$ cat config.mk
export PLATFORM = sky130hd
export DESIGN_NAME = wb_priority_arbiter
export DESIGN_NICKNAME = d
export VERILOG_FILES = /design/src/rtl/wb_priority_arbiter.sv
export SDC_FILE = /design/constraint.sdc
export NUM_CORES = 2
export LEC_CHECK = 0
export CORE_AREA = 2 2 717 719
export DETAILED_ROUTE_END_ITERATION = 8
export DIE_AREA = 0 0 719 721
export HOLD_SLACK_MARGIN = 0.06
export PLACE_DENSITY_LB_ADDON = 0.15
export SLEW_MARGIN = 20
export SYNTH_ARGS = -nofsm -noshare
export SYNTH_HDL_FRONTEND = slang
export SYNTH_SLANG_ARGS = --single-unit
$ cat constraint.sdc
create_clock -name clk -period 7.8 [get_ports clk]
set_input_delay 0.78 -clock clk [delete_from_list [all_inputs] [get_ports clk]]
set_output_delay 0.78 -clock clk [all_outputs]
set_load 0.005 [all_outputs]
$ cat src/rtl/wb_priority_arbiter.sv
// wb_priority_arbiter: N_CH-channel writeback arbiter. Each execute unit
// owns a one-entry holding slot. The lowest-index full slot wins, unless a
// slot has waited STARVE_LIMIT cycles, in which case it is promoted. The
// winner's result and bus are registered. A NOP bus is emitted when no
// channel wins.
module wb_priority_arbiter #(
  parameter int N_CH         = 9,
  parameter int DATA_W       = 32,
  parameter int BUS_W        = 151,
  parameter int STARVE_LIMIT = 8,
  parameter logic [BUS_W-1:0] NOP_BUS = {{(BUS_W-12){1'b0}}, 12'h010},
  localparam int SEL_W       = (N_CH > 1) ? $clog2(N_CH) : 1
) (
  input  logic                     clk,
  input  logic                     reset_n,
  input  logic [N_CH-1:0]          ch_valid_i,
  output logic [N_CH-1:0]          ch_ready_o,
  input  logic [N_CH*DATA_W-1:0]   ch_result_i,
  input  logic [N_CH*BUS_W-1:0]    ch_bus_i,
  input  logic                     stall_i,
  output logic                     p_valid_o,
  output logic [DATA_W-1:0]        p_result_o,
  output logic [BUS_W-1:0]         p_bus_o,
  output logic [N_CH-1:0]          p_grant_o,
  output logic [SEL_W-1:0]         p_sel_o,
  output logic                     starve_o
);

  localparam logic [7:0] LIMIT = 8'(STARVE_LIMIT);

  // Slot state
  logic [N_CH-1:0]   full_q, full_d;
  logic [7:0]        wait_q [N_CH];
  logic [7:0]        wait_d [N_CH];
  logic [DATA_W-1:0] res_q  [N_CH];
  logic [DATA_W-1:0] res_d  [N_CH];
  logic [BUS_W-1:0]  bus_q  [N_CH];
  logic [BUS_W-1:0]  bus_d  [N_CH];

  // Arbitration results
  logic [N_CH-1:0]   starved;
  logic [N_CH-1:0]   gnt;
  logic [N_CH-1:0]   cap;
  logic [SEL_W-1:0]  sel;
  logic              starve_sel;
  logic              found;

  // Output register
  logic              p_valid_q, p_valid_d;
  logic [DATA_W-1:0] p_result_q, p_result_d;
  logic [BUS_W-1:0]  p_bus_q, p_bus_d;
  logic [N_CH-1:0]   p_grant_q, p_grant_d;
  logic [SEL_W-1:0]  p_sel_q, p_sel_d;
  logic              starve_q, starve_d;

  // Grant depends only on slot state and stall, never on ch_valid_i.
  assign ch_ready_o = ~full_q | gnt;
  assign cap        = ch_valid_i & ch_ready_o;

  // Pick the lowest-index starved slot, else the lowest-index full slot.
  always_comb begin
    starved    = '0;
    gnt        = '0;
    sel        = '0;
    starve_sel = 1'b0;
    found      = 1'b0;
    for (int k = 0; k < N_CH; k++) begin
      starved[k] = full_q[k] && (wait_q[k] >= LIMIT);
    end
    if (!stall_i) begin
      if (|starved) begin
        starve_sel = 1'b1;
        for (int k = 0; k < N_CH; k++) begin
          if (starved[k] && !found) begin
            gnt[k] = 1'b1;
            sel    = SEL_W'(k);
            found  = 1'b1;
          end
        end
      end else begin
        for (int k = 0; k < N_CH; k++) begin
          if (full_q[k] && !found) begin
            gnt[k] = 1'b1;
            sel    = SEL_W'(k);
            found  = 1'b1;
          end
        end
      end
    end
  end

  // Slot capture/release and wait-counter update.
  always_comb begin
    for (int k = 0; k < N_CH; k++) begin
      full_d[k] = full_q[k];
      res_d[k]  = res_q[k];
      bus_d[k]  = bus_q[k];
      wait_d[k] = wait_q[k];
      if (cap[k]) begin
        full_d[k] = 1'b1;
        res_d[k]  = ch_result_i[k*DATA_W +: DATA_W];
        bus_d[k]  = ch_bus_i[k*BUS_W +: BUS_W];
      end else if (gnt[k]) begin
        full_d[k] = 1'b0;
      end
      // Empty slots stay at zero, so a capture during stall also starts at zero.
      if (!stall_i) begin
        if (gnt[k] || !full_q[k]) begin
          wait_d[k] = '0;
        end else if (wait_q[k] < LIMIT) begin
          wait_d[k] = wait_q[k] + 8'd1;
        end
      end
    end
  end

  // Output register next value: winner, NOP, or hold while stalled.
  always_comb begin
    p_valid_d  = p_valid_q;
    p_result_d = p_result_q;
    p_bus_d    = p_bus_q;
    p_grant_d  = p_grant_q;
    p_sel_d    = p_sel_q;
    starve_d   = starve_q;
    if (!stall_i) begin
      if (|gnt) begin
        p_valid_d  = 1'b1;
        p_result_d = res_q[sel];
        p_bus_d    = bus_q[sel];
        p_grant_d  = gnt;
        p_sel_d    = sel;
        starve_d   = starve_sel;
      end else begin
        p_valid_d  = 1'b0;
        p_result_d = '0;
        p_bus_d    = NOP_BUS;
        p_grant_d  = '0;
        p_sel_d    = '0;
        starve_d   = 1'b0;
      end
    end
  end

  // Control and output registers; reset drops pending slots and forces NOP.
  always_ff @(posedge clk or negedge reset_n) begin
    if (!reset_n) begin
      full_q     <= '0;
      for (int k = 0; k < N_CH; k++) wait_q[k] <= '0;
      p_valid_q  <= 1'b0;
      p_result_q <= '0;
      p_bus_q    <= NOP_BUS;
      p_grant_q  <= '0;
      p_sel_q    <= '0;
      starve_q   <= 1'b0;
    end else begin
      full_q     <= full_d;
      wait_q     <= wait_d;
      p_valid_q  <= p_valid_d;
      p_result_q <= p_result_d;
      p_bus_q    <= p_bus_d;
      p_grant_q  <= p_grant_d;
      p_sel_q    <= p_sel_d;
      starve_q   <= starve_d;
    end
  end

  // Slot payload registers; contents are qualified by full_q.
  always_ff @(posedge clk) begin
    res_q <= res_d;
    bus_q <= bus_d;
  end

  assign p_valid_o  = p_valid_q;
  assign p_result_o = p_result_q;
  assign p_bus_o    = p_bus_q;
  assign p_grant_o  = p_grant_q;
  assign p_sel_o    = p_sel_q;
  assign starve_o   = starve_q;

endmodule

==> impl_metrics.tcl <==
set metrics [dict create \
    numPortBuffers 1865 \
    syn-num-nets 6318 \
    synthTopCellsByCount "edfxtp_1 (1647), nand2_1 (959), a32o_1 (366)" \
    avgSynthCellArea_sq_um 16.1 \
    gp_congestion 0.847 \
    reg2reg_depth 10 \
    required_ns 7.02 \
    synth_area_leaders "edfxtp_1 (66%), dfrtp_1 (9.3%), a32o_1 (4.9%)" \
    netlist.area_leader.share_pct 66.2 \
    cap_violations 0 \
    yosysMostFrequentCell "edfxtp_1" \
    fin_area_sq_um 111000 \
    regToRegSetupSlack_ns 2.39 \
    path_max_fanout 8 \
    slew_viol_final 0 \
    layout-drive-gt1-share_pct 10.5 \
    crit_path_start_kind "flop" \
    max_freq_ghz 0.177 \
    min_path_cells 3 \
    syn_area_sq_um 74700 \
    final-hold-violation-count 0 \
    ys_async_sr_fraction_pct 14.4 \
    ctsResizeCount 0 \
    coreArea_sq_um 511000 \
    grt_use_total_pct 17.3 \
    power.leakage_nw 37.4 \
    drt-total-wl_um 467000 \
    power.density_nw_per_um2 470 \
    cpPeakStageDelay_ns 0.86 \
    finalSetupTns_ns 0 \
    drt_iter0_drc 4771 \
    synth_cell_types 65 \
    drc 0 \
    vias 53600 \
    root_buffer "clkbuf_16" \
    drtAntennaViolNets 0 \
    arrival_ns 4.87 \
    seq_area_frac_synth_pct 75.5 \
    slowest_stage "clkdlybuf4s50_1" \
    ys.flop_type "edfxtp_1" \
    cts.htree.levels 5 \
    status "finished, final reports clean" \
    drtPass1Iterations 6 \
    cts_buffers 263 \
    clock-sinks 1925 \
    grt_pass1_wl_um 592000 \
    synth_edf_count 1647 \
    reg2reg_from "wait_q[30]" \
    cts_max_path_buffers 4 \
    die_height_um 721 \
    power.total_mw 52.2 \
    start_util_pct 14.6 \
    fin_nets 8288 \
    areaGrowthSynthToFinish_pct 48.7 \
    crit_chain "or4_1, o21a_1, nor4_1, nand2_1, or3_4, o21ai_0, clkdlybuf4s50_1" \
    rsz0062_at_grt "no" \
    antenna_found_initial 349 \
    io_pins 1866 \
    synth.ff_latch_count 1925 \
    min_to "p_sel_o[1]" \
    die_w_um 719 \
    fin_worst_skew_ns 0.0550 \
    regToRegEndpoint "p_bus_o[86]" \
    place_area_sq_um 102000 \
    fp-row-count 263 \
    netlist_instances 4641 \
    cp_top_family "simple AND/OR/NAND/NOR gates" \
    hp-class "primary input to flop" \
    crit_type "flop to primary output" \
    detail_route.vias_per_cell 3.92 \
    crit_buf_inv 1 \
    hpwl_um 351000 \
    clock_latency_ns 0.92 \
    peakVddDrop_v 0.000588 \
    first_global_vias 55000 \
    period_share_pct 72.5 \
    synth_warnings 0 \
    grt_max_degree 111 \
    dieArea_sq_um 518000 \
    fin_crit_ns 5.65 \
    critical_path.endpoint_type "primary output" \
    wl_per_cell_um 34.2 \
    setup_viol 0 \
    yosysTopAreaCell "edfxtp_1" \
    gr-total-overflow 0 \
    clk_pin_slew_ns 0.06 \
    hold_path.startpoint "stall_i" \
    tritoncts "done" \
    tightest_slew_ns 1.25 \
    max_slew_margin_pct 16.5 \
    cp_num_cells 7 \
]
## report_power, final
part | internal, mW | switching (mW) | total [mW]
Combinational | 8.23 | 16.2 | 24.5
Clock | 7.15 | 5.17 | 12.3
Sequential | 14.0 | 1.43 | 15.4
Total | 29.4 | 22.8 | 52.2
## cell type report
cell class | count | area, sq um
fill | 54100 | 400000
sequential | 1925 | 56400
timing repair buffer | 2003 | 20300
multi-input combinational | 2386 | 16900
tap | 6757 | 8450
clock buffer | 369 | 7260
clock inverter | 113 | 1360
antenna | 95 | 238
inverter | 32 | 120
## timing repair
| item | 4_1_cts | 5_1_grt |
|---|---|---|
| endpoints found under the hold margin | 45 | 0 |
| setup buffers | 0 | 0 |
| hold buffers | 1 | 0 |
## worst register-to-register path, cell delays in order, from the launching register on
cell and delay (ns):
dfrtp_1 0.38, or4_1 0.54, o21ai_0 0.57, and2_1 0.27, o21ai_0 0.20, a211oi_4 0.41, buf_12 0.39, buf_12 0.83
mux2i_1 0.99, a32o_1 0.45, o41ai_2 0.29
## layer usage
layer	vias to the layer above	GRT usage, %	wire length (um)
li1	22200	-	-
met5	-	0	622
met3	898	3.87	28100
met2	2627	29.3	228000
met1	27800	21.5	194000
met4	94	5.92	16700
## logic make-up (layout without fill, tap and decap cells)
group | Yosys count | in the layout | share of synthesized area, %
muxes | 370 | 370 | 4.97
and+or+nand+nor | 1136 | 1136 | 6.11
adders and majority gates | 18 | 18 | 0.301
buffers and inverters | 330 | 2517 | 1.94
other | 0 | 95 | 0
xor gates and xnor gates | 11 | 11 | 0.129
AOI/OAI and AO/OA | 851 | 851 | 11.0
DFF | 1925 | 1925 | 75.5
## how the worst max path moves through the flow
| stage | startpoint | slack (ns) | endpoint |
|---|---|---|---|
| after floorplan | wait_q[53] | 0.32 | bus_q[755] |
| after global placement | wait_q[30] | 2.43 | p_bus_o[86] |
| after detailed placement | wait_q[30] | 2.46 | p_bus_o[86] |
| after CTS | wait_q[44] | 1.99 | ch_ready_o[8] |
| after global routing | wait_q[44] | 1.89 | ch_ready_o[8] |
| final | wait_q[44] | 2.15 | ch_ready_o[8] |
## flip-flops by register name, indices dropped and copies added, names as in the netlist
name and flops:
p_grant_o 9, p_valid_o 1, bus_q 1359, res_q 288, starve_o 1, p_bus_o 151, full_q 9, p_sel_o 3
wait_q 72, p_result_o 32
## cells in the final DEF (no fill, tap or decap), types with 8 or more instances in the layout
cell             instances
a21oi_1                206
a31oi_1                 16
a32o_1                 366
a41oi_1                  9
and2_4                   9
buf_12                  46
buf_4                   90
bufinv_16               17
clkbuf_1                80
clkbuf_16              265
clkbuf_8                24
clkdlybuf4s50_1       1863
clkinv_1                27
clkinv_16                8
clkinv_2                32
clkinv_8                 9
dfrtp_1                277
diode_2                 95
edfxtp_1              1647
ha_1                    18
inv_1                   32
mux2i_1                361
nand2_1                958
nand2b_1                12
nand3_1                 15
nand4_1                 12
nor2_1                  68
o21ai_0                 27
o41ai_1                 15
o41ai_2                168
or4_1                    8
xor2_1                  10
## per-stage QoR
| stage | hold WS, ns | util, % | std cells | setup slack, ns |
|---|---|---|---|---|
| finish | 0.329 | 21.7 | 13700 | 2.15 |
| CTS | 0.229 | 21.7 | 13600 | 1.99 |
| global route | 0.289 | 21.7 | 13600 | 1.89 |
| detailed placement | 0.470 | 20.0 | 13100 | 2.46 |
| global placement | 0.469 | 20.0 | 13100 | 2.43 |
| floorplan | 0.455 | - | 4641 | 0.324 |
No activity file was read; power rests on OpenSTA's default activity.
